**src/rtl/pipe_stage_reg.sv**
```systemverilog
// Pipeline stage register with valid/ready handshake, optional skid entry,
// synchronous flush and a saturating stall counter.
module pipe_stage_reg #(
    parameter int DW             = 32,
    parameter int SKID           = 1,
    parameter int CLEAR_ON_FLUSH = 1,
    parameter int CW             = 16
) (
    input  logic          clk,
    input  logic          rst,
    input  logic          flush,
    input  logic          in_valid,
    output logic          in_ready,
    input  logic [DW-1:0] in_data,
    output logic          out_valid,
    input  logic          out_ready,
    output logic [DW-1:0] out_data,
    output logic [1:0]    occupancy,
    input  logic          stall_clr,
    output logic [CW-1:0] stall_cnt
);

    typedef enum logic [1:0] {
        EMPTY = 2'd0,
        ONE   = 2'd1,
        FULL  = 2'd2
    } state_t;

    state_t        state;
    state_t        state_nxt;
    logic [DW-1:0] main_q;
    logic [DW-1:0] main_nxt;
    logic [DW-1:0] skid_q;
    logic          push;
    logic          pop;

    assign out_valid = (state != EMPTY);
    assign out_data  = main_q;
    assign occupancy = state;
    assign push      = in_valid & in_ready;
    assign pop       = out_valid & out_ready;

    // NOTE: every output of this block gets a default first so no latch is inferred.
    always_comb begin
        state_nxt = state;
        main_nxt  = main_q;
        unique case (state)
            EMPTY: begin
                if (push) begin
                    state_nxt = ONE;
                    main_nxt  = in_data;
                end
            end
            ONE: begin
                if (push && !pop) begin
                    // Only reachable with a skid entry; without one in_ready is low here.
                    if (SKID != 0) begin
                        state_nxt = FULL;
                    end
                end else if (push && pop) begin
                    main_nxt = in_data;
                end else if (pop) begin
                    state_nxt = EMPTY;
                end
            end
            FULL: begin
                if (pop) begin
                    state_nxt = ONE;
                    main_nxt  = skid_q;
                end
            end
            default: begin
                state_nxt = EMPTY;
            end
        endcase
        if (flush) begin
            state_nxt = EMPTY;
            if (CLEAR_ON_FLUSH != 0) begin
                main_nxt = '0;
            end
        end
    end

    // NOTE: sequential state uses non-blocking assignments only.
    // NOTE: the payload register is reset because out_data must read 0 out of reset.
    always_ff @(posedge clk or negedge rst) begin
        if (!rst) begin
            state  <= EMPTY;
            main_q <= '0;
        end else begin
            state  <= state_nxt;
            main_q <= main_nxt;
        end
    end

    generate
        if (SKID != 0) begin : g_skid
            logic ready_q;

            always_ff @(posedge clk or negedge rst) begin
                if (!rst) begin
                    skid_q <= '0;
                end else if (flush) begin
                    if (CLEAR_ON_FLUSH != 0) begin
                        skid_q <= '0;
                    end
                end else if (state == ONE && push && !pop) begin
                    skid_q <= in_data;
                end
            end

            // Registered ready: no combinational path from out_ready to in_ready.
            always_ff @(posedge clk or negedge rst) begin
                if (!rst) begin
                    ready_q <= 1'b1;
                end else begin
                    ready_q <= (state_nxt != FULL);
                end
            end

            assign in_ready = ready_q;
        end else begin : g_no_skid
            assign skid_q   = '0;
            assign in_ready = !out_valid | out_ready;
        end
    endgenerate

    always_ff @(posedge clk or negedge rst) begin
        if (!rst) begin
            stall_cnt <= '0;
        end else if (stall_clr) begin
            stall_cnt <= '0;
        end else if (out_valid && !out_ready && (stall_cnt != {CW{1'b1}})) begin
            stall_cnt <= stall_cnt + 1'b1;
        end
    end

endmodule

```
**config.mk**
```make
export PLATFORM = sky130hd
export DESIGN_NAME = pipe_stage_reg
export DESIGN_NICKNAME = d
export VERILOG_FILES = /design/src/rtl/pipe_stage_reg.sv
export SDC_FILE = /design/constraint.sdc
export NUM_CORES = 1
export LEC_CHECK = 0
export BUFFER_PORTS_ARGS = -buffer_cell sky130_fd_sc_hd__buf_2
export CAP_MARGIN = 40
export CORE_ASPECT_RATIO = 0.6
export CORE_MARGIN = 2
export CORE_UTILIZATION = 55
export DETAILED_ROUTE_END_ITERATION = 10
export PLACE_DENSITY = 0.8
export SETUP_SLACK_MARGIN = 0.05
export SLEW_MARGIN = 20
export SYNTH_ARGS = -nofsm -noshare
export SYNTH_HDL_FRONTEND = slang
export SYNTH_SLANG_ARGS = --single-unit
```
**constraint.sdc**
```tcl
create_clock -name clk -period 2.7 [get_ports clk]
set_clock_uncertainty 0.05 [all_clocks]
set_input_delay 0.81 -clock clk [delete_from_list [all_inputs] [get_ports clk]]
set_output_delay 0.81 -clock clk [all_outputs]
set_load 0.01 [all_outputs]
```
# After elaboration in Yosys (flattened, before gate mapping)
# Cells that the tools add are included.
# op_classes
n_bitwise,2
mux,17
n_addsub,1
n_reduce_logical,14
n_eq_ne,8
# ops
operator,count
two-way mux 32 bit,7
one-hot mux 32 bit (3 select lines),1
two-way mux 16 bit,2
"adder 16 x 1 -> 16 bit, second input constant",1
"inequality test 16 bit, second input constant",1
two-way mux 2 bit,6
"inequality test 3 bit, second input constant",4
logical AND 1 bit,6
one-hot mux 2 bit (3 select lines),1
nonzero test 2 bit,3
AND reduction 5 bit,1
nonzero test 4 bit,1
AND 1 bit,2
"equality test 2 x 1 -> 1 bit, second input constant",1
"equality test 2 bit, second input constant",1
logical NOT 1 bit,2
logical NOT 2 bit,1
"inequality test 2 bit, second input constant",1
# totals
out_inout_bits,52
reg_bits,83
inputBits,38

# Depth between registers and ports, before layout
# logic_depth
depth_word,8
depth_mapped,9
depth_no_buf,6

# Worst setup path after synthesis
# OpenSTA, ideal clock, no wires.
# synth_timing
kind,input-to-reg
from,input port out_ready
to,register stall_cnt[12]
setup_time_ns,0.125
arrival_ns,1.950
setup_slack_ns,0.575
cell_stages,5
path_cell_list,nor2_1 nand4_1 clkbuf_1 nor4b_1 mux2_2
# synth_between
elab_chain_len,4
# synth_rtl
item,line_no,source
from (decl),16,"input logic out_ready,"
logical NOT 1 bit,133,end else if (out_valid && !out_ready && (stall_cnt != {CW{1'b1}})) begin
logical AND 1 bit (2 in series),133,
nonzero test 2 bit (no source line),-,
to (signal assigned),134,stall_cnt <= stall_cnt + 1'b1;
to (decl),20,output logic [CW-1:0] stall_cnt
# Every way passes these cells.
# A chain may end at the register's enable or synchronous reset.

# Final worst setup path
# layout_timing
from,"register state[1], in the netlist occupancy[1]"
to,"register main_q[11], in the netlist out_data[11]"
# layout_between
elab_chain_len,6
elab_cells_between_ends,16
classes_between,6 x eq/ne; 2 x mux; 1 x bitwise; 7 x reduce/logical
# layout_rtl
item,line_no,source
from (decl),29,state_t state;
from (signal assigned),91,state <= state_nxt;
nonzero test 2 bit,37,assign out_valid = (state != EMPTY);
AND 1 bit,41,assign pop = out_valid & out_ready;
logical NOT 1 bit,55,if (push && !pop) begin
logical AND 1 bit,55,
inequality test 3 bit (no source line),-,
AND reduction 5 bit (no source line),-,
to (signal assigned),92,main_q <= main_nxt;
to (decl),31,logic [DW-1:0] main_q;
# Several ways; a longest one is shown, not always the timed one.

==> results.sh <==
export IMPL_synth_top_area_share_pct=48.6
export IMPL_ioPinCount=90
export IMPL_syn_num_nets=462
export IMPL_fillerInstances=565
export IMPL_clkPwrFrac_pct=37.0
export IMPL_seq_area_frac_synth_pct=49.3
export IMPL_chipHeight_um=71.8
export IMPL_placementRows=24
export IMPL_dp_slack_ns=0.329
export IMPL_status="finished clean"
export IMPL_synth_cell_type_count=42
export IMPL_clk_latency_ns=0.34
export IMPL_ir_drop_mv=0.411
export IMPL_power_frac_comb_pct=21.7
export IMPL_drt_first_pass_iters=4
export IMPL_grt_usage_pct=26.5
export IMPL_setup_worst_path_start_class="register"
export IMPL_fmax_mhz=423
export IMPL_cts_resized=0
export IMPL_via_count=3546
export IMPL_postSynthCellCount=419
export IMPL_cp_data_arrival_time_ns=2.56
export IMPL_yosysTopAreaCell="dfrtp_1"
export IMPL_die_area_um2=8410
export IMPL_core_area_um2=7360
export IMPL_overflow=0
export IMPL_cp_max_fo=32
export IMPL_layout_commonest_cell="buf_2"
export IMPL_cts_hold_buffers=0
export IMPL_grt_pass1_vias=3427
export IMPL_slew_headroom_pct=61.0
export IMPL_sequentialPowerShare_pct=41.3
export IMPL_leakage_nw=2.22
export IMPL_initial_core_util_pct=57.3
export IMPL_nNetsFinal=541
export IMPL_ant_nets=0
export IMPL_hpwl_mm=6.90
export IMPL_wl_per_cell_um=17.2
export IMPL_setup_violations=0
export IMPL_cts_path_max_buffers=2
export IMPL_drtIter0Drc=344
export IMPL_cts_setup_buffers=0
export IMPL_drc_errors=0
export IMPL_rrSetupSlack_ns=0.34
export IMPL_syn_area_um2=4220
export IMPL_clock_sinks=83
export IMPL_netlist_top_cells_area="dfrtp_1, a211oi_2, mux2i_1, nand2_1, a21oi_1"
export IMPL_antenna_cells=0
export IMPL_antenna_found_initial=0
export IMPL_critPathCaptureType="register"
export IMPL_syn2layout_area_growth_pct=20.9
export IMPL_hold_viol=0
export IMPL_die_x_um=117
export IMPL_h_tree_depth=3
export IMPL_cts_tree="yes"
export IMPL_setup_ws_ns=0.338
export IMPL_portBuffers=89
export IMPL_synth_edf_count=0
export IMPL_clk_pin_slew_ns=0.06
export IMPL_fin_crit_sh_pct=87.5
export IMPL_synth_warnings=0
export IMPL_root_buffer="clkbuf_16"
export IMPL_drive_above_1_share_pct=31.6
export IMPL_p_sw_share_pct=29.3
export IMPL_rsz0062_at_grt="false"
export IMPL_p_switching_mw=1.02
export IMPL_tns_ns=0
export IMPL_crit_required_ns=2.89
export IMPL_ys_seq_elements=83
export IMPL_power_density_nw_per_um2=680
export IMPL_async_flop_share_pct=100
export IMPL_worst_pin_slew_ns=0.581
export IMPL_numCtsBuffers=9
export IMPL_hold_class="input port to async pin"
export IMPL_grt_start_max_net_pins=65
export IMPL_grt_pass1_wl_mm=17.0
export IMPL_routed_wl_mm=10.5
export IMPL_min_period_ns=2.36
export IMPL_gp_congestion=0.942
export IMPL_final_cell_mix="buf_2, dfrtp_1, nand2_1"
export IMPL_vias_per_cell=5.84
export IMPL_worstSetupPathType="register to register"
export IMPL_power_internal_mw=2.45
export IMPL_synth_flop_cell="dfrtp_1"
export IMPL_drv_slew=0
export IMPL_syn_avg_cell_area_um2=10.1
export IMPL_max_cap_viol_count=0
synth_stat cells, types with 3 or more instances:
library cell   n
a211oi_1       3
a211oi_2      30
a21oi_1       45
and4_1         3
buf_6          3
clkbuf_1      28
dfrtp_1       82
ha_1           5
inv_1          6
mux2i_1       32
nand2_1       70
nand2b_1       3
nand3_1        7
nand4_1        3
nor2_1         7
nor3_1        36
nor4_1         3
o21ai_0        4
o31ai_1        7
or2_2          3
or3_1          3
or4_1          9
cell type report:
| type | instances | area (um2) | area share, % |
|---|---|---|---|
| Clock buffer | 13 | 270 | 5.30 |
| Clock inverter | 3 | 43.8 | 0.859 |
| Inverter | 6 | 22.5 | 0.442 |
| Multi-Input combinational cell | 295 | 1980 | 38.8 |
| Sequential cell | 83 | 2080 | 40.8 |
| Tap cell | 104 | 130 | 2.55 |
| Timing Repair Buffer | 103 | 578 | 11.3 |
per-layer routing:
layer	track usage (%)	part of all wire, %	routed length, um	up-vias
met5	0	0	0	-
met4	5.23	0.93	97	0
met3	8.04	6.4	669	13
met2	37.5	44	4580	126
met1	40.5	49	5110	1735
li1	-	-	-	1672
registers in the layout (all words and copies together) (netlist names):
register / flops
out_data: 32
occupancy: 2
stall_cnt: 16
skid_q: 32
in_ready: 1
kinds of logic (layout without fill, tap and decap cells):
logic type               Yosys count  in the layout  share of synthesized area (%)
AO/OA/AOI/OAI                     99             99                           18.6
buffers and inverters             41            125                           4.24
adder cells (fa/ha/maj)            6              6                           1.72
multiplexers                      34             34                           8.13
flip-flops                        83             83                           49.3
AND/OR/NAND/NOR                  156            156                           18.0
stage by stage:
step / area (um2) / std cells / hold WS (ns) / util [%] / total power [mW]
2_1_floorplan: 4220 / 419 / 0.451 / - / 1.94
3_3_place_gp: 4790 / 591 / 0.459 / 65.1 / 2.18
3_5_place_dp: 4790 / 591 / 0.465 / 65.1 / 2.20
4_1_cts: 5100 / 607 / 0.366 / 69.3 / 3.49
5_1_grt: 5100 / 607 / 0.383 / 69.3 / 3.63
6_report: 5100 / 607 / 0.357 / 69.3 / 3.47
critical path, cell delays in order, from the launching register on:
cell	delay (ns)
dfrtp_1	0.43
inv_1	0.12
ha_1	0.32
a21bo_1	0.26
and4_1	0.21
or2_2	0.29
buf_4	0.30
a211oi_1	0.27
final timing paths:
kind,cells after the start,start,endpoint
setup / recovery,7,occupancy[1],out_data[11]
hold / removal,1,rst,skid_q[30]
setup reg to reg,7,occupancy[1],out_data[11]
hold reg to reg,2,skid_q[29],skid_q[29]
max in group asynchronous,2,rst,out_data[7]
min in group clk,2,skid_q[29],skid_q[29]
power groups by stage:
stage,clock network (mW),registers (mW),logic [mW]
after floorplan,0,1.49,0.450
after CTS,1.30,1.43,0.756
after global placement,0,1.45,0.732
final,1.28,1.43,0.752
after detailed placement,0,1.45,0.750
after global routing,1.36,1.45,0.830
(Power assumes the default switching activity.)
